$ cat src/rtl/mux_scan_pkg.sv
// Shared types and reset values for the mux scan sequencer.
// Optional feature macro: SCAN_PARITY_EN (adds the PAR output).
package mux_scan_pkg;

    // Sequencer states; DONE state drives the DONE output for one cycle
    typedef enum logic [1:0] {
        S_IDLE = 2'd0,
        S_SCAN = 2'd1,
        S_DONE = 2'd2
    } scan_state_e;

    // Reset values of the single-bit outputs
    localparam logic RST_NEN  = 1'b1;
    localparam logic RST_BUSY = 1'b0;
    localparam logic RST_DONE = 1'b0;
    localparam logic RST_PAR  = 1'b1;

endpackage

$ cat src/rtl/scan_sel_counter.sv
// Select counter for the scan sequencer: clear, count-enable, terminal-count flag.
module scan_sel_counter #(
    parameter int unsigned W = 3
) (
    input  logic         clk,
    input  logic         rst,
    input  logic         clr,
    input  logic         en,
    output logic [W-1:0] sel,
    output logic         tc_c
);

    // Count up while enabled; clear has priority; wraps naturally at 2**W-1
    always_ff @(posedge clk or posedge rst) begin
        if (rst) begin
            sel <= '0;
        end else if (clr) begin
            sel <= '0;
        end else if (en) begin
            sel <= sel + W'(1);
        end
    end

    // Terminal count: the last select value of a scan
    assign tc_c = (sel == {W{1'b1}});

endmodule

$ cat src/rtl/mux_scan_sequencer.sv
// Steps an N:1 mux select through every input and assembles the sampled
// B bits into a parallel word Q.
// Optional feature macro: SCAN_PARITY_EN (registered odd-parity output PAR).
module mux_scan_sequencer
    import mux_scan_pkg::*;
#(
    parameter int unsigned SEL_BITS = 3
) (
    input  logic                      CLK,
    input  logic                      RST,
    input  logic                      START,
    input  logic                      ABORT,
    input  logic                      B,
    output logic [SEL_BITS-1:0]       SEL,
    output logic                      nEN,
    output logic [(2**SEL_BITS)-1:0]  Q,
    output logic                      BUSY,
    output logic                      DONE
`ifdef SCAN_PARITY_EN
    ,
    output logic                      PAR
`endif
);

    localparam int unsigned N = 2 ** SEL_BITS;

    scan_state_e   state;
    logic [N-1:0]  asm_word;
    logic [N-1:0]  word_c;
    logic          cnt_clr_c;
    logic          cnt_en_c;
    logic          tc_c;

    // Counter runs only in SCAN; leaving SCAN (or aborting) returns SEL to 0
    assign cnt_en_c  = (state == S_SCAN);
    assign cnt_clr_c = (state != S_SCAN) || ABORT;

    scan_sel_counter #(
        .W (SEL_BITS)
    ) u_sel_counter (
        .clk  (CLK),
        .rst  (RST),
        .clr  (cnt_clr_c),
        .en   (cnt_en_c),
        .sel  (SEL),
        .tc_c (tc_c)
    );

    // Completed word: last bit comes straight from B on the final capture edge
    assign word_c = {B, asm_word[N-2:0]};

    // Sequencer FSM, assembly register and registered outputs
    always_ff @(posedge CLK or posedge RST) begin
        if (RST) begin
            state    <= S_IDLE;
            nEN      <= RST_NEN;
            BUSY     <= RST_BUSY;
            DONE     <= RST_DONE;
            Q        <= '0;
            asm_word <= '0;
`ifdef SCAN_PARITY_EN
            PAR      <= RST_PAR;
`endif
        end else begin
            case (state)
                S_IDLE: begin
                    DONE <= 1'b0;
                    if (START) begin
                        state    <= S_SCAN;
                        nEN      <= 1'b0;
                        BUSY     <= 1'b1;
                        asm_word <= '0;
                    end
                end
                S_SCAN: begin
                    if (ABORT) begin
                        state <= S_IDLE;
                        nEN   <= 1'b1;
                        BUSY  <= 1'b0;
                    end else begin
                        asm_word[SEL] <= B;
                        if (tc_c) begin
                            state <= S_DONE;
                            nEN   <= 1'b1;
                            BUSY  <= 1'b0;
                            DONE  <= 1'b1;
                            Q     <= word_c;
`ifdef SCAN_PARITY_EN
                            PAR   <= ~^word_c;
`endif
                        end
                    end
                end
                S_DONE: begin
                    state <= S_IDLE;
                    DONE  <= 1'b0;
                end
                default: begin
                    state <= S_IDLE;
                    nEN   <= 1'b1;
                    BUSY  <= 1'b0;
                    DONE  <= 1'b0;
                end
            endcase
        end
    end

endmodule

$ cat config.mk
export PLATFORM = sky130hd
export DESIGN_NAME = mux_scan_sequencer
export DESIGN_NICKNAME = d
export VERILOG_FILES = /design/src/rtl/mux_scan_pkg.sv /design/src/rtl/scan_sel_counter.sv /design/src/rtl/mux_scan_sequencer.sv
export SDC_FILE = /design/constraint.sdc
export NUM_CORES = 1
export LEC_CHECK = 0
export CAP_MARGIN = 40
export CELL_PAD_IN_SITES_DETAIL_PLACEMENT = 1
export CELL_PAD_IN_SITES_GLOBAL_PLACEMENT = 2
export CORE_MARGIN = 2
export CORE_UTILIZATION = 36
export CTS_CLUSTER_SIZE = 30
export DETAILED_ROUTE_END_ITERATION = 16
export PLACE_DENSITY = 0.89
export SETUP_SLACK_MARGIN = 0.2
export SKIP_CTS_REPAIR_TIMING = 1
export SLEW_MARGIN = 10
export SYNTH_ARGS = -nofsm -noshare
export SYNTH_HDL_FRONTEND = slang
export SYNTH_SLANG_ARGS = --single-unit
$ cat constraint.sdc
create_clock -name CLK -period 3.85 [get_ports CLK]
set_input_delay 0.9625 -clock CLK [delete_from_list [all_inputs] [get_ports CLK]]
set_output_delay 0.9625 -clock CLK [all_outputs]
set_load 0.02 [all_outputs]
== Word-level counts from Yosys, hierarchy flattened ==
Index checks and enable logic that the tools add are counted.
Operators by class
  $add $sub $neg: 1
  magnitude comparators: 2
  eq/ne operators: 8
  multiplexer cells: 22
  bitwise operators: 2
  reduce and logical (&&, ||, !) cells: 10
Operators with widths (count)
  $mux 8: 2
  $pmux 8 s2: 1
  $mux 1: 9
  $reduce_and 3->1: 3
  $bwmux 8: 1
  $mux 2: 3
  $mux 3: 2
  $pmux 1 s3: 2
  $lt 3x4->1 const B: 1
  $ne 2x1->1 const B: 2
  $ne 2x2->1 const B: 2
  $pmux 2 s2: 1
  $reduce_and 2->1: 2
  $reduce_bool 2->1: 2
  $add 3x1->3 const B: 1
  $demux 1 s3: 1
  $eq 3x3->1 const B: 1
  $ge 3x1->1 const B: 1
  $ne 3x2->1 const B: 1
  $eq 2x1->1 const B: 1
  $eq 2x2->1 const B: 1
  $logic_not 2->1: 1
  $not 1->1: 2
  $logic_and 1x1->1: 1
  $logic_or 1x1->1: 1
Storage, ports and cells
  flip-flop bits (word level): 24
  input port bits: 5
  output and inout port bits: 14

== Longest topological paths before layout ==
Gate-level depths: netlist of run 1.
  word-level depth: 7
  depth in mapped cells: 5
  gate-level depth less buffers: 5

== Cells and area by module ==
From an unflattened synthesis of run 1, not the netlist that was laid out.
Unflattened totals
  cell total of the unflattened synthesis: 89
  area, all modules: 1058.5 µm²
By module, submodules not included
  mux_scan_sequencer: times used 1, cells an instance 77, area an instance 914.6 µm²
  scan_sel_counter: times used 1, cells an instance 12, area an instance 143.9 µm²

== Worst setup path after synthesis of run 1 ==
No wires, ideal clock.
  path type: input to register
  from: in ABORT
  to: reg Q[0]
  library setup time: 128 ps
  data arrival time: 1749 ps
  data required time: 3722 ps
  path slack: 1973 ps
  stages on the path: 4
  buffers on the path: 1
  cells stage by stage: nor3b_2 -> and2_1 -> buf_4 -> mux2_1
On the way
  longest elaborated chain between the ends: 2
RTL lines
  from (decl): line mux_scan_sequencer.sv:12  | input logic ABORT,
  $not 1->1 (no source line)
  $reduce_and 3->1 (no source line)
  to (signal assigned): line mux_scan_sequencer.sv:87  | Q <= word_c;
  to (decl): line mux_scan_sequencer.sv:16  | output logic [(2**SEL_BITS)-1:0] Q,
No other way between the ends.
A chain may end at the register's enable or synchronous reset.

== Worst setup path in the final report of run 1 ==
  from: reg u_sel_counter.sel[0]
  to: out SEL[0]
RTL lines
  from (decl): line scan_sel_counter.sv:9  | output logic [W-1:0] sel,
  from (signal assigned): line scan_sel_counter.sv:20  | sel <= sel + W'(1);
  to (decl): line mux_scan_sequencer.sv:14  | output logic [SEL_BITS-1:0] SEL,
No word-level cell between the ends.

==> summary.md, run 1 <==
| Metric | Value |
|---|---|
| Worst EP arrival | 1540 ps |
| Comb pwr share | 15.6% |
| Worst setup path endpoint | SEL[0] |
| Antenna violations before repair | 0 |
| Final global-route overflow total | 0 |
| Rel. slew slack | 66.67% |
| Setup Skew | 0.8091 ps |
| Initial core utilization | 38.20% |
| Setup slack, reg-to-reg | 1960 ps |
| XOR/XNOR Fraction of Synth Area | 0% |
| Global Route Usage Sum | 14.21% |
| Die width | 58.10 um |
| Final worst setup slack | 1346 ps |
| Adder-cell share of the synthesized area | 2.375% |
| Overall routed net length | 2079 um |
| Post-route setup TNS | 0 ps |
| DR vias | 739 |
| CTS tree | yes |
| TritonCTS Buffers | 3 |
| First-pass GRT wire length | 3670 um |
| Slew Limit Fails | 0 |
| Pre-antenna DRT Iters | 4 |
| Startpoint Class | flop |
| Max Cap Violations | 0 |
| Average size of a mapped cell | 11.97 um^2 |
| Compound-Gate Fraction of Synth Area | 13.54% |
| Mapped cell area | 0.001054 mm^2 |
| CP bufs+invs | 1 |
| CTS H-tree lvls | 1 |
| Worst Setup SP | u_sel_counter.sel[0] |
| CP top delay family | buffers and inverters |
| Yosys top cell area share | 52.26% |
| Initial drt markers | 10 |
| Clock transition at the registers of the reported paths | 120 ps |
| Worst R2R Path Depth | 3 |
| Antenna Nets Post-Route | 0 |
| DR vias/cell | 5.394 |
| R2R Path End | Q[0] |
| PD cells | 352.7 mW/mm^2 |
| Worst r2r src | state[0] |
| Clock sinks | 23 |
| Die area | 0.003375 mm^2 |
| DRC | 0 |
| Chip Height | 58.10 um |
| Largest net degree at the start of global routing | 16 |
| Multiplexer area fraction after synthesis | 8.551% |
| Top_reg_cell synth | dfrtp_1 |
| Area Growth Syn to Fin | 21.26% |
| Netlist cell types | 26 |
| Post-synthesis sequential area ratio | 54.75% |
| Clock power frac | 24.4% |
| Largest family of logic cells by synthesized area | simple AND/OR/NAND/NOR gates |
| Mapped Nets | 95 |
| Largest area contributor in the netlist | dfrtp_1 |
| Pleak | 0.5954 nW |
| Hold Crit Class | flop to flop |
| Final setup viols | 0 |
| VDD IR-drop max | 0.3183 mV |
| Sw Share | 26.61% |
| Worst Tran Pin Value | 499.3 ps |
| Cell count after synthesis | 88 |
| Kind of critical path | flop to output pin |
| Levels on crit path | 1 |
| CP max FO | 11 |
| Placed instance area | 0.001251 mm^2 |
| Number of synthesized flops with an enable pin | 0 |
| GP Congestion | 0.6913 |
| Max incr delay on CP | 670 ps |
| Sequential share of power | 60.0% |
| Synth Register Bits | 23 |
| Synth Warn # | 0 |
| Nets@finish | 114 |
| Switch Pwr | 0.0001199 W |
| RSZ-0062 raised after global routing | no |
| Fmax | 0.3993 GHz |
| Multi-input logic area | 406.6 um^2 |
| Port bufs | 18 |
| Asr flop ratio synth | 100.0% |
| CP max stage cell | clkdlybuf4s50_1 |
| Root buf cell | clkbuf_4 |
| Avg WL per Cell | 15.18 um |
| Period minus WS final | 2504 ps |
| Sequential cell area | 576.8 um^2 |
| Layout cells sized above 1 | 5.660% |
| Pre-CTS setup slack | 1137 ps |
| CP endpoint kind | output pin |
| Top post-synthesis cells by area | dfrtp_1 52%, mux2_1 8.6%, a221oi_1 5.0% |
| Filler cells | 304 |
| Post-route cell area | 0.001277 mm^2 |
| CTS max path bufs | 2 |
| Int Power | 0.0003307 W |
| Data required, critical path | 2890 ps |
| Final hold violations | 0 |
| Critical Path, Cell by Cell | clkdlybuf4s50_1 |
| Outcome | complete, no violations |
| Clk_lat worst skew | 300 ps |
| Crit share post-route | 65.04% |
| Vias in the first global route | 810 |
| Site Rows | 19 |
| Core area | 0.002758 mm^2 |
| IO Count | 19 |
| Final Total Pwr | 0.0004506 W |
| ANT cells | 0 |
| Synth Area in Simple Gates | 14.13% |
[metrics by stage]
stage	hold WS [ps]	util [%]	std cells
final	476.9	46.32	137
after global routing	514.7	46.32	137
after CTS	482.2	46.32	137
after detailed placement	464.6	45.37	133
after global placement	459.6	44.83	132
after floorplan	445.8	-	88
[how the worst min path moves through the flow]
stage           startpoint  slack [ps]  cells past startpoint     endpoint
5_1_grt                nEN         510                      2          nEN
3_3_place_gp           nEN         460                      2          nEN
2_1_floorplan  asm_word[0]         450                      1  asm_word[0]
3_5_place_dp           nEN         460                      2          nEN
6_report               nEN         480                      2          nEN
4_1_cts                nEN         480                      2          nEN
[cell usage after synthesis (2+ instances only)]
cell type  instances
o22ai_1            6
a21o_1             3
inv_1              9
nand3b_1           3
buf_4              2
ha_1               2
a221oi_1           6
or3b_1             3
and2_1             3
dfrtp_1           22
clkbuf_1           2
mux2_1             8
a21oi_1            4
nand2b_1           3
[cell type report]
| cell class | instances | area share, % |
|---|---|---|
| Timing Repair Buffer | 19 | 15.28 |
| Inverter | 9 | 2.644 |
| Multi-Input combinational cell | 51 | 31.83 |
| Sequential cell | 23 | 45.15 |
| Clock buffer | 4 | 2.057 |
| Tap cell | 31 | 3.036 |
[cell usage in the layout (no fill, tap or decap)]
cell | netlist | final
o22ai_1 | 6 | 6
dfstp_2 | 1 | 1
a21oi_1 | 4 | 4
a221oi_1 | 6 | 6
and2b_1 | 1 | 1
clkdlybuf4s50_1 | 0 | 18
buf_8 | 0 | 1
nand3b_1 | 3 | 3
and2_1 | 3 | 3
nor3b_2 | 1 | 1
nand2b_1 | 3 | 3
nand2_1 | 1 | 1
nor3_1 | 1 | 1
clkbuf_1 | 2 | 1
a221o_1 | 1 | 1
or3_1 | 1 | 1
or3b_1 | 3 | 3
nand4bb_1 | 1 | 1
ha_1 | 2 | 2
inv_1 | 9 | 9
a21o_1 | 3 | 3
mux2_1 | 8 | 8
nor2b_1 | 1 | 1
dfrtp_1 | 22 | 22
nor4_1 | 1 | 1
nor2_1 | 1 | 1
clkbuf_4 | 0 | 3
[registers in the layout (all words and copies together) (netlist names)]
| name | flops |
|---|---|
| nEN | 1 |
| DONE | 1 |
| asm_word | 7 |
| Q | 8 |
| state | 2 |
| u_sel_counter.sel | 3 |
| BUSY | 1 |
[routing by layer]
metal / vias to the layer above / GRT usage, % / routed length, um
li1: 353 / - / -
met1: 369 / 17.90 / 963
met2: 15 / 22.89 / 1019
met3: 2 / 4.911 / 85
met4: 0 / 4.651 / 10
met5: - / 0 / 0
[power by group through the flow]
stage	combinational, W	sequential [W]	clock (W)
after CTS	0.0000717	0.000270	0.000112
after floorplan	0.0000433	0.000275	0
after detailed placement	0.0000712	0.000275	0
after global placement	0.0000682	0.000273	0
final	0.0000704	0.000270	0.000110
after global routing	0.0000802	0.000273	0.000124
[kinds of logic (layout without fill, tap and decap cells)]
| family | count (synthesis) | count (layout) |
|---|---|---|
| flip-flops | 23 | 23 |
| AND/OR/NAND/NOR | 21 | 21 |
| AO/OA/AOI/OAI | 20 | 20 |
| buffers and inverters | 14 | 32 |
| multiplexers | 8 | 8 |
| adder cells (fa/ha/maj) | 2 | 2 |
Note: power is estimated with default switching activity, not from simulation.
==> run 2, diff against run 1 <==
- CORE_UTILIZATION: 36 -> 33
- PLACE_DENSITY: 0.89 -> 0.83
- clock period: 3.85 -> 2.6 ns (I/O delays scaled with it)
==> summary.md, run 2 (same netlist as run 1, synthesis figures left out) <==
| Metric | Value |
|---|---|
| Outcome | complete, no violations |
| Area Growth Syn to Fin | 22.92% |
| Root buf cell | clkbuf_4 |
| Core area | 0.003053 mm^2 |
| DRC | 0 |
| Worst r2r src | state[0] |
| Final hold violations | 0 |
| Die area | 0.003660 mm^2 |
| M3 GR Usage | 1.706% |
| Hold Crit Class | flop to flop |
| Hold EP | nEN |
| Non-Filler Instances | 151 |
| HPWL Detailed | 1480 um |
| Multi-input logic area | 406.6 um^2 |
| Setup Skew | 6.185 ps |
| Post-route setup TNS | 0 ps |
| Worst Setup SP | u_sel_counter.sel[0] |
| Rel. slew slack | 69.43% |
| CP bufs+invs | 1 |
| Die width | 60.50 um |
| Hold slack | 481.0 ps |
| Site Rows | 20 |
| Antenna violations before repair | 0 |
| Crit share post-route | 84.28% |
| Final global-route overflow total | 0 |
| Max Cap Violations | 0 |
| Avg WL per Cell | 14.31 um |
| Source of the worst hold timing path | nEN |
| CTS H-tree lvls | 1 |
| Data required, critical path | 1950 ps |
| R2R Path End | Q[4] |
| Overall routed net length | 2161 um |
| VDD IR-drop max | 0.1808 mV |
| Vias in the first global route | 791 |
| Fmax | 0.4563 GHz |
| RSZ-0062 raised after global routing | no |
| DR vias | 742 |
| CP endpoint kind | output pin |
| Gr busiest metal | met2 |
| CTS tree | yes |
| Max FFs per register | 8 |
| Worst R2R Path Depth | 4 |
| First-pass GRT wire length | 3670 um |
| Sequential cell area | 576.8 um^2 |
| CP max stage cell | clkdlybuf4s50_1 |
| CP top delay family | buffers and inverters |
| Clock sinks | 23 |
| Critical Path, Cell by Cell | clkdlybuf4s50_1 |
| ANT cells | 0 |
| Most frequent cells in the layout | 22 x dfrtp_1, 18 x clkdlybuf4s50_1, 9 x inv_1 |
| Chip Height | 60.50 um |
| Biggest regs | Q (8), asm_word (7), u_sel_counter.sel (3) |
| Kind of critical path | flop to output pin |
| Final setup viols | 0 |
| CP max FO | 11 |
| Pre-antenna DRT Iters | 4 |
| Largest net degree at the start of global routing | 24 |
| Worst EP arrival | 1540 ps |
| Setup slack, reg-to-reg | 840 ps |
| GR Layer Usage met2 | 21.27% |
| Antenna Nets Post-Route | 0 |
| Clock transition at the registers of the reported paths | 130 ps |
| Global Route Usage Sum | 13.80% |
| Hold Crit Depth | 2 |
| TritonCTS Buffers | 3 |
| Placed cell count | 147 |
| Largest Register | Q |
| Period minus WS final | 2191 ps |
| GR Util met1 | 18.08% |
| Post-route cell area | 0.001295 mm^2 |
| Commonest non-fill, non-tap cell in the layout | dfrtp_1 |
| IO Count | 19 |
| Max incr delay on CP | 670 ps |
| Final Total Pwr | 0.0006731 W |
| Layout cells sized above 1 | 7.477% |
| Filler cells | 343 |
| Clk_lat worst skew | 320 ps |
| PD cells | 519.8 mW/mm^2 |
| Initial drt markers | 12 |
| Placed instance area | 0.001267 mm^2 |
| Worst Tran Pin Value | 458.5 ps |
| GP Congestion | 0.7701 |
| Startpoint Class | flop |
| DR vias/cell | 4.914 |
| Pleak | 0.6010 nW |
| Slew Limit Fails | 0 |
| Nets@finish | 115 |
| CTS max path bufs | 2 |
| Initial core utilization | 34.51% |
| Port bufs | 18 |
[run 2: cell count changes in the layout (fill, tap and decap cells not counted)]
cell,delta
clkinv_2,+1
buf_8,-1
clkbuf_1,-1
buf_4,+2
[run 2: worst max-delay path by stage]
| stage | endpoint | depth (start not counted) |
|---|---|---|
| finish | SEL[0] | 1 |
| global route | SEL[0] | 1 |
| CTS | SEL[0] | 1 |
| detailed placement | Q[7] | 5 |
| global placement | Q[7] | 5 |
| floorplan | Q[0] | 5 |
[run 2: area by class of cell]
| cell class | count | area share, % |
|---|---|---|
| well taps | 44 | 4.251 |
| repair buffers | 20 | 15.07 |
| flip-flops and latches | 23 | 44.54 |
| clock buffers | 3 | 1.739 |
| clock inverters | 1 | 0.3865 |
| multi-input cells | 51 | 31.40 |
| inverters | 9 | 2.609 |
[run 2: where the power goes]
part,total (W),internal [W],switching [W]
Clock,0.000169,0.0000577,0.000111
Combinational,0.000104,0.0000529,0.0000509
Sequential,0.000400,0.000376,0.0000242
Total,0.000673,0.000487,0.000186
[run 2: metal layers]
metal  wire length (um)  up-vias
li1                   -      353
met1               1001      371
met2               1050       14
met3                 63        4
met4                 46        0
met5                  0        -
[run 2: stage by stage]
step	setup WS [ps]	util, %
floorplan	950.7	-
global placement	462.0	41.52
detailed placement	373.3	41.52
CTS	396.0	42.42
global route	315.5	42.42
finish	408.6	42.42
